**config.mk**
```make
export PLATFORM = sky130hd
export DESIGN_NAME = maincontrol_flat
export DESIGN_NICKNAME = d
export VERILOG_FILES = /design/src/rtl/maincontrol_if.sv /design/src/rtl/maincontrol.sv /design/src/flat_wrapper.sv
export SDC_FILE = /design/constraint.sdc
export NUM_CORES = 1
export LEC_CHECK = 0
export BUFFER_PORTS_ARGS = -buffer_cell sky130_fd_sc_hd__buf_2
export CELL_PAD_IN_SITES_DETAIL_PLACEMENT = 0
export CELL_PAD_IN_SITES_GLOBAL_PLACEMENT = 1
export CORE_ASPECT_RATIO = 0.7
export CORE_MARGIN = 3
export CORE_UTILIZATION = 39
export DETAILED_ROUTE_END_ITERATION = 7
export GPL_ROUTABILITY_DRIVEN = 0
export HOLD_SLACK_MARGIN = 0.15
export PLACE_DENSITY = 0.85
export SYNTH_ARGS = -nofsm -noshare
export SYNTH_HDL_FRONTEND = slang
export SYNTH_SLANG_ARGS = --single-unit
```
**constraint.sdc**
```tcl
create_clock -name clk -period 4.44 [get_ports clk]
set_input_delay 0.222 -clock clk [delete_from_list [all_inputs] [get_ports clk]]
set_output_delay 0.222 -clock clk [all_outputs]
set_load 0.01 [all_outputs]
```
**src/rtl/maincontrol_if.sv**
```systemverilog
// Control bundle between the multicycle main controller and the datapath/alucontrol.
// The controller side uses the master modport; the datapath side uses slave.
interface maincontrol_if #(
   parameter int RETW = 32
);
   logic [5:0]      op;
   logic            zero;
   logic            memready;
   logic            memread;
   logic            memwrite;
   logic            irwrite;
   logic            iord;
   logic            alusrca;
   logic [1:0]      alusrcb;
   logic [1:0]      aluop;
   logic [1:0]      pcsource;
   logic            pcen;
   logic            regwrite;
   logic            regdst;
   logic            memtoreg;
   logic            illegal;
   logic [3:0]      state;
   logic [RETW-1:0] instret;

   modport master (
      input  op, zero, memready,
      output memread, memwrite, irwrite, iord, alusrca, alusrcb, aluop,
             pcsource, pcen, regwrite, regdst, memtoreg, illegal, state, instret
   );

   modport slave (
      output op, zero, memready,
      input  memread, memwrite, irwrite, iord, alusrca, alusrcb, aluop,
             pcsource, pcen, regwrite, regdst, memtoreg, illegal, state, instret
   );
endinterface

```
**src/rtl/maincontrol.sv**
```systemverilog
// Multicycle MIPS main controller: fetch/decode/execute/memory/writeback sequencing,
// memready-stalled memory accesses and a retired-instruction counter.
module maincontrol #(
   parameter int RETW = 32
) (
   input  logic          clk,
   input  logic          reset,
   maincontrol_if.master bus
);
   typedef enum logic [3:0] {
      FETCH   = 4'd0,
      DECODE  = 4'd1,
      MEMADR  = 4'd2,
      MEMRD   = 4'd3,
      MEMWB   = 4'd4,
      MEMWR   = 4'd5,
      RTYPEEX = 4'd6,
      RTYPEWB = 4'd7,
      BEQEX   = 4'd8,
      JEX     = 4'd9,
      ADDIEX  = 4'd10,
      ADDIWB  = 4'd11
   } state_t;

   localparam logic [5:0] OP_RTYPE = 6'b000000;
   localparam logic [5:0] OP_LB    = 6'b100000;
   localparam logic [5:0] OP_SB    = 6'b101000;
   localparam logic [5:0] OP_BEQ   = 6'b000100;
   localparam logic [5:0] OP_J     = 6'b000010;
   localparam logic [5:0] OP_ADDI  = 6'b001000;

   state_t          state_q, state_d;
   logic [RETW-1:0] instret_q;
   logic            retire;
   logic            memread_c, memwrite_c, irwrite_c, pcen_c, regwrite_c, illegal_c;
   logic            iord_c, alusrca_c, regdst_c, memtoreg_c;
   logic [1:0]      alusrcb_c, aluop_c, pcsource_c;

   always_ff @(posedge clk) begin
      if (reset) begin
         state_q   <= FETCH;
         instret_q <= '0;
      end else begin
         state_q <= state_d;
         if (retire)
            instret_q <= instret_q + RETW'(1);
      end
   end

   always_comb begin
      state_d    = FETCH;
      retire     = 1'b0;
      memread_c  = 1'b0;
      memwrite_c = 1'b0;
      irwrite_c  = 1'b0;
      pcen_c     = 1'b0;
      regwrite_c = 1'b0;
      illegal_c  = 1'b0;
      iord_c     = 1'b0;
      alusrca_c  = 1'b0;
      regdst_c   = 1'b0;
      memtoreg_c = 1'b0;
      alusrcb_c  = 2'b00;
      aluop_c    = 2'b00;
      pcsource_c = 2'b00;
      case (state_q)
         FETCH: begin
            memread_c = 1'b1;
            alusrcb_c = 2'b01;
            irwrite_c = bus.memready;
            pcen_c    = bus.memready;
            state_d   = bus.memready ? DECODE : FETCH;
         end
         DECODE: begin
            alusrcb_c = 2'b11;
            case (bus.op)
               OP_LB, OP_SB: state_d = MEMADR;
               OP_RTYPE:     state_d = RTYPEEX;
               OP_BEQ:       state_d = BEQEX;
               OP_J:         state_d = JEX;
               OP_ADDI:      state_d = ADDIEX;
               default: begin
                  state_d   = FETCH;
                  illegal_c = 1'b1;
               end
            endcase
         end
         MEMADR: begin
            alusrca_c = 1'b1;
            alusrcb_c = 2'b10;
            if (bus.op == OP_LB)
               state_d = MEMRD;
            else if (bus.op == OP_SB)
               state_d = MEMWR;
         end
         MEMRD: begin
            memread_c = 1'b1;
            iord_c    = 1'b1;
            state_d   = bus.memready ? MEMWB : MEMRD;
         end
         MEMWB: begin
            regwrite_c = 1'b1;
            memtoreg_c = 1'b1;
            retire     = 1'b1;
         end
         MEMWR: begin
            memwrite_c = 1'b1;
            iord_c     = 1'b1;
            state_d    = bus.memready ? FETCH : MEMWR;
            retire     = bus.memready;
         end
         RTYPEEX: begin
            alusrca_c = 1'b1;
            aluop_c   = 2'b10;
            state_d   = RTYPEWB;
         end
         RTYPEWB: begin
            regwrite_c = 1'b1;
            regdst_c   = 1'b1;
            retire     = 1'b1;
         end
         BEQEX: begin
            alusrca_c  = 1'b1;
            aluop_c    = 2'b01;
            pcsource_c = 2'b01;
            pcen_c     = bus.zero;
            retire     = 1'b1;
         end
         JEX: begin
            pcsource_c = 2'b10;
            pcen_c     = 1'b1;
            retire     = 1'b1;
         end
         ADDIEX: begin
            alusrca_c = 1'b1;
            alusrcb_c = 2'b10;
            state_d   = ADDIWB;
         end
         ADDIWB: begin
            regwrite_c = 1'b1;
            retire     = 1'b1;
         end
         default: state_d = FETCH;
      endcase
   end

   // Strobes are gated by reset so an aborted memory access releases immediately.
   assign bus.memread  = memread_c  & ~reset;
   assign bus.memwrite = memwrite_c & ~reset;
   assign bus.irwrite  = irwrite_c  & ~reset;
   assign bus.pcen     = pcen_c     & ~reset;
   assign bus.regwrite = regwrite_c & ~reset;
   assign bus.illegal  = illegal_c  & ~reset;
   assign bus.iord     = iord_c;
   assign bus.alusrca  = alusrca_c;
   assign bus.alusrcb  = alusrcb_c;
   assign bus.aluop    = aluop_c;
   assign bus.pcsource = pcsource_c;
   assign bus.regdst   = regdst_c;
   assign bus.memtoreg = memtoreg_c;
   assign bus.state    = state_q;
   assign bus.instret  = instret_q;
endmodule

```
**src/flat_wrapper.sv**
```systemverilog
// flat-port wrapper written by rule: the top's interface ports become plain ports
module maincontrol_flat 
#(
   parameter int RETW = 32
)
  (clk, reset, bus_op, bus_zero, bus_memready, bus_memread, bus_memwrite, bus_irwrite, bus_iord, bus_alusrca, bus_alusrcb, bus_aluop, bus_pcsource, bus_pcen, bus_regwrite, bus_regdst, bus_memtoreg, bus_illegal, bus_state, bus_instret);
  maincontrol_if #(.RETW(RETW)) bus_i ();
  input  logic clk;
  input  logic reset;
  input wire logic [$bits(bus_i.op)-1:0] bus_op;
  input wire logic [$bits(bus_i.zero)-1:0] bus_zero;
  input wire logic [$bits(bus_i.memready)-1:0] bus_memready;
  output wire logic [$bits(bus_i.memread)-1:0] bus_memread;
  output wire logic [$bits(bus_i.memwrite)-1:0] bus_memwrite;
  output wire logic [$bits(bus_i.irwrite)-1:0] bus_irwrite;
  output wire logic [$bits(bus_i.iord)-1:0] bus_iord;
  output wire logic [$bits(bus_i.alusrca)-1:0] bus_alusrca;
  output wire logic [$bits(bus_i.alusrcb)-1:0] bus_alusrcb;
  output wire logic [$bits(bus_i.aluop)-1:0] bus_aluop;
  output wire logic [$bits(bus_i.pcsource)-1:0] bus_pcsource;
  output wire logic [$bits(bus_i.pcen)-1:0] bus_pcen;
  output wire logic [$bits(bus_i.regwrite)-1:0] bus_regwrite;
  output wire logic [$bits(bus_i.regdst)-1:0] bus_regdst;
  output wire logic [$bits(bus_i.memtoreg)-1:0] bus_memtoreg;
  output wire logic [$bits(bus_i.illegal)-1:0] bus_illegal;
  output wire logic [$bits(bus_i.state)-1:0] bus_state;
  output wire logic [$bits(bus_i.instret)-1:0] bus_instret;
  assign bus_i.op = bus_op;
  assign bus_i.zero = bus_zero;
  assign bus_i.memready = bus_memready;
  assign bus_memread = bus_i.memread;
  assign bus_memwrite = bus_i.memwrite;
  assign bus_irwrite = bus_i.irwrite;
  assign bus_iord = bus_i.iord;
  assign bus_alusrca = bus_i.alusrca;
  assign bus_alusrcb = bus_i.alusrcb;
  assign bus_aluop = bus_i.aluop;
  assign bus_pcsource = bus_i.pcsource;
  assign bus_pcen = bus_i.pcen;
  assign bus_regwrite = bus_i.regwrite;
  assign bus_regdst = bus_i.regdst;
  assign bus_memtoreg = bus_i.memtoreg;
  assign bus_illegal = bus_i.illegal;
  assign bus_state = bus_i.state;
  assign bus_instret = bus_i.instret;
  maincontrol #(.RETW(RETW)) u_core (.clk(clk), .reset(reset), .bus(bus_i));
endmodule
```
==> flow_summary.ini <==
[status]
outcome = finished clean

[setup_path]
timing.critical_path.cells = or2_2 > nand4_2 > or3_4 > nor4_2 > mux2_1
critPathMaxFanout = 29
worst-setup-path-type = register to register
critical_path_required_ps = 4620
timing.critical_path.from_type = register
worst_setup_path_end_kind = register
critical-path-max-stage-delay_ps = 640
crit_path_top_delay_cell = or3_4
timing.critical_path.arrival_ps = 3060

[synth]
yosysTopAreaCell = dfxtp_1
number_of_enable_flip_flop_cells_after_synthesis = 0
synthesis.area_um2 = 2060
ys_seq_area_share_pct = 35.0
async_reset_ff_share_pct = 0
ys_ff_latch = 36
synth.lib_cells_used.distinct = 45
synth_top_area_share_pct = 35.0
ys.flop_type = dfxtp_1
postSynthAreaPerCell_um2 = 7.86
synth_area_leaders = dfxtp_1 (35%), xnor2_1 (9.8%), nor2_1 (6.9%)
postSynthCellCount = 262
synthesis.yosys.warnings = 0
synth.net_count = 273

[clock_network]
clk-insertion-delay-late_ps = 280
clk_root_buf = clkbuf_8
cts_buffer_depth = 2
cts-hold-fix-buffers = 0
worst_setup_hold_path_clk_slew_ps = 70
h-tree-depth = 2
cts_tree = yes
inserted_clock_buffers = 5
cts_setup_buffers = 0
clock_sink_count = 36
cts-resized-gates = 0

[sta]
setup_violations = 0
timing.slew.headroom_pct = 49.2
tns_ps = 0
worst_slew_pin_slew_ps = 751
min_period_over_period_pct = 65.0
max_freq_mhz = 346
timing_hold_violations_final = 0
rsz0062_at_grt = false
final_number_of_max_transition_violations = 0
finalHoldWorstSlack_ps = 275
timing.clock.skew_ps = 3.87
finalCriticalPeriod_ps = 2890

[route]
detail_route.wirelength.met1_mm = 2.75
drc = 0
drt-wirelength-per-cell_um = 14.0
dr_total_vias = 2019
wl_met3_um = 323
drtPass1Iterations = 4
met2RoutedLength_mm = 2.24
route.detailed.vias_per_inst = 5.27
detail_route.iter0.violations = 190
detail_route.wirelength_mm = 5.35
top_routing_layer_in_use = met4
ant_nets = 0

[pwr]
vdd_ir_drop_max_uv = 101
power.density_nw_per_um2 = 271
static-leakage-power_nw = 0.987

[finish]
post_route_cells_drive_above_1_share_pct = 24.8
layout-area-overhead-vs-synth_pct = 21.3
antenna-diode-count = 0
layout.cells.most_common_list = buf_2 (61), nor2_1 (38), dfxtp_1 (36), xnor2_1 (23), nand2_1 (18)
layout.nets = 324
mostFrequentLayoutCell = buf_2

[floorplan]
pin_count = 62
die-area_um2 = 6200
fp-row-count = 21
coreArea_um2 = 4940
floorplan.die.width_um = 92.8
floorplan.die.height_um = 66.8
effective_utilization_at_floorplan_pct = 41.7

[flow_run]
max_cap_violations = 0

[global_routing]
grt_start_max_net_pins = 42
vias_in_the_first_global_route = 1808
globalRouteOverflowTotal = 0
grt_antenna_before_repair = 0
gr-usage-all-layers_pct = 17.7
global_route_wire_length_before_repair_mm = 8.77

[placed_design]
number_of_i_o_port_buffers = 61
dp_hpwl_mm = 3.88

[min_path]
worst_hold_path_class = primary input to register
[layer usage]
metal,global-route usage [%],vias to the layer above
li1,-,1038
met5,0,-
met1,26.3,915
met2,25.4,64
met4,4.02,0
met3,4.51,2
[area by class of cell]
type                    count  area [um2]
fillers                   510        2440
multi-input cells         201        1230
flip-flops and latches     36         721
repair buffers             61         305
clock buffers               7        96.3
well taps                  69        86.3
clock inverters             1        30.0
inverters                   8        30.0
[registers in the layout, summed over array words and instances, names as in the netlist]
name	cells
u_core.bus.state	4
u_core.bus.instret	32
[critical path: cells and delay by family (launching register included)]
family	cells	cell delay (ps)
and+or+nand+nor	4	1790
DFF	1	630
muxes	1	340
[stage by stage]
step	area, um2	power, mW	utilization, %	setup WS (ps)	instances
2_1_floorplan	2060	0.353	-	2420	262
3_3_place_gp	2370	0.367	48.0	1670	375
3_5_place_dp	2370	0.367	48.0	1560	375
4_1_cts	2500	0.684	50.6	1550	383
5_1_grt	2500	0.702	50.6	1370	383
6_report	2500	0.678	50.6	1550	383
[cell families (layout without fill, tap and decap cells)]
| kind of cell | count (synthesis) | after routing | share of synthesized area [%] |
|---|---|---|---|
| compound gates | 31 | 31 | 9.00 |
| fa+ha+maj | 1 | 1 | 0.608 |
| xor+xnor | 27 | 27 | 11.5 |
| flops | 36 | 36 | 35.0 |
| buf+inv | 25 | 77 | 5.29 |
| mux | 2 | 2 | 1.03 |
| simple gates | 140 | 140 | 37.6 |
[worst paths after layout]
check	endpoint	start	cells past startpoint	slack, ps
setup / recovery	u_core.bus.instret[31]$_SDFFE_PP0P_	u_core.bus.state[2]$_SDFF_PP0_	5	1550
hold / removal	u_core.bus.state[2]$_SDFF_PP0_	bus_op[5]	3	270
hold reg to reg	u_core.bus.instret[30]$_SDFFE_PP0P_	u_core.bus.instret[30]$_SDFFE_PP0P_	2	510
setup reg to reg	u_core.bus.instret[31]$_SDFFE_PP0P_	u_core.bus.state[2]$_SDFF_PP0_	5	1550
[cells in the mapped netlist (2+ instances only)]
cell,number
nand4_1,7
buf_1,2
xor2_1,4
inv_1,8
and2_1,3
xnor2_1,23
nand2_1,18
dfxtp_1,36
nor4_1,16
nor2_1,38
a31oi_1,2
and4_1,2
a21oi_1,10
or2_2,2
buf_2,3
nor4b_1,3
nor3_1,17
or3_1,6
and3_1,4
o21ai_0,11
nor2b_1,4
nand3_1,7
nand2b_1,5
clkbuf_1,10
[power by group]
| group | total (mW) | switching [mW] | internal (mW) |
|---|---|---|---|
| Clock | 0.318 | 0.120 | 0.198 |
| Sequential | 0.326 | 0.00247 | 0.323 |
| Combinational | 0.0335 | 0.0215 | 0.0121 |
(Power assumes the default switching activity.)
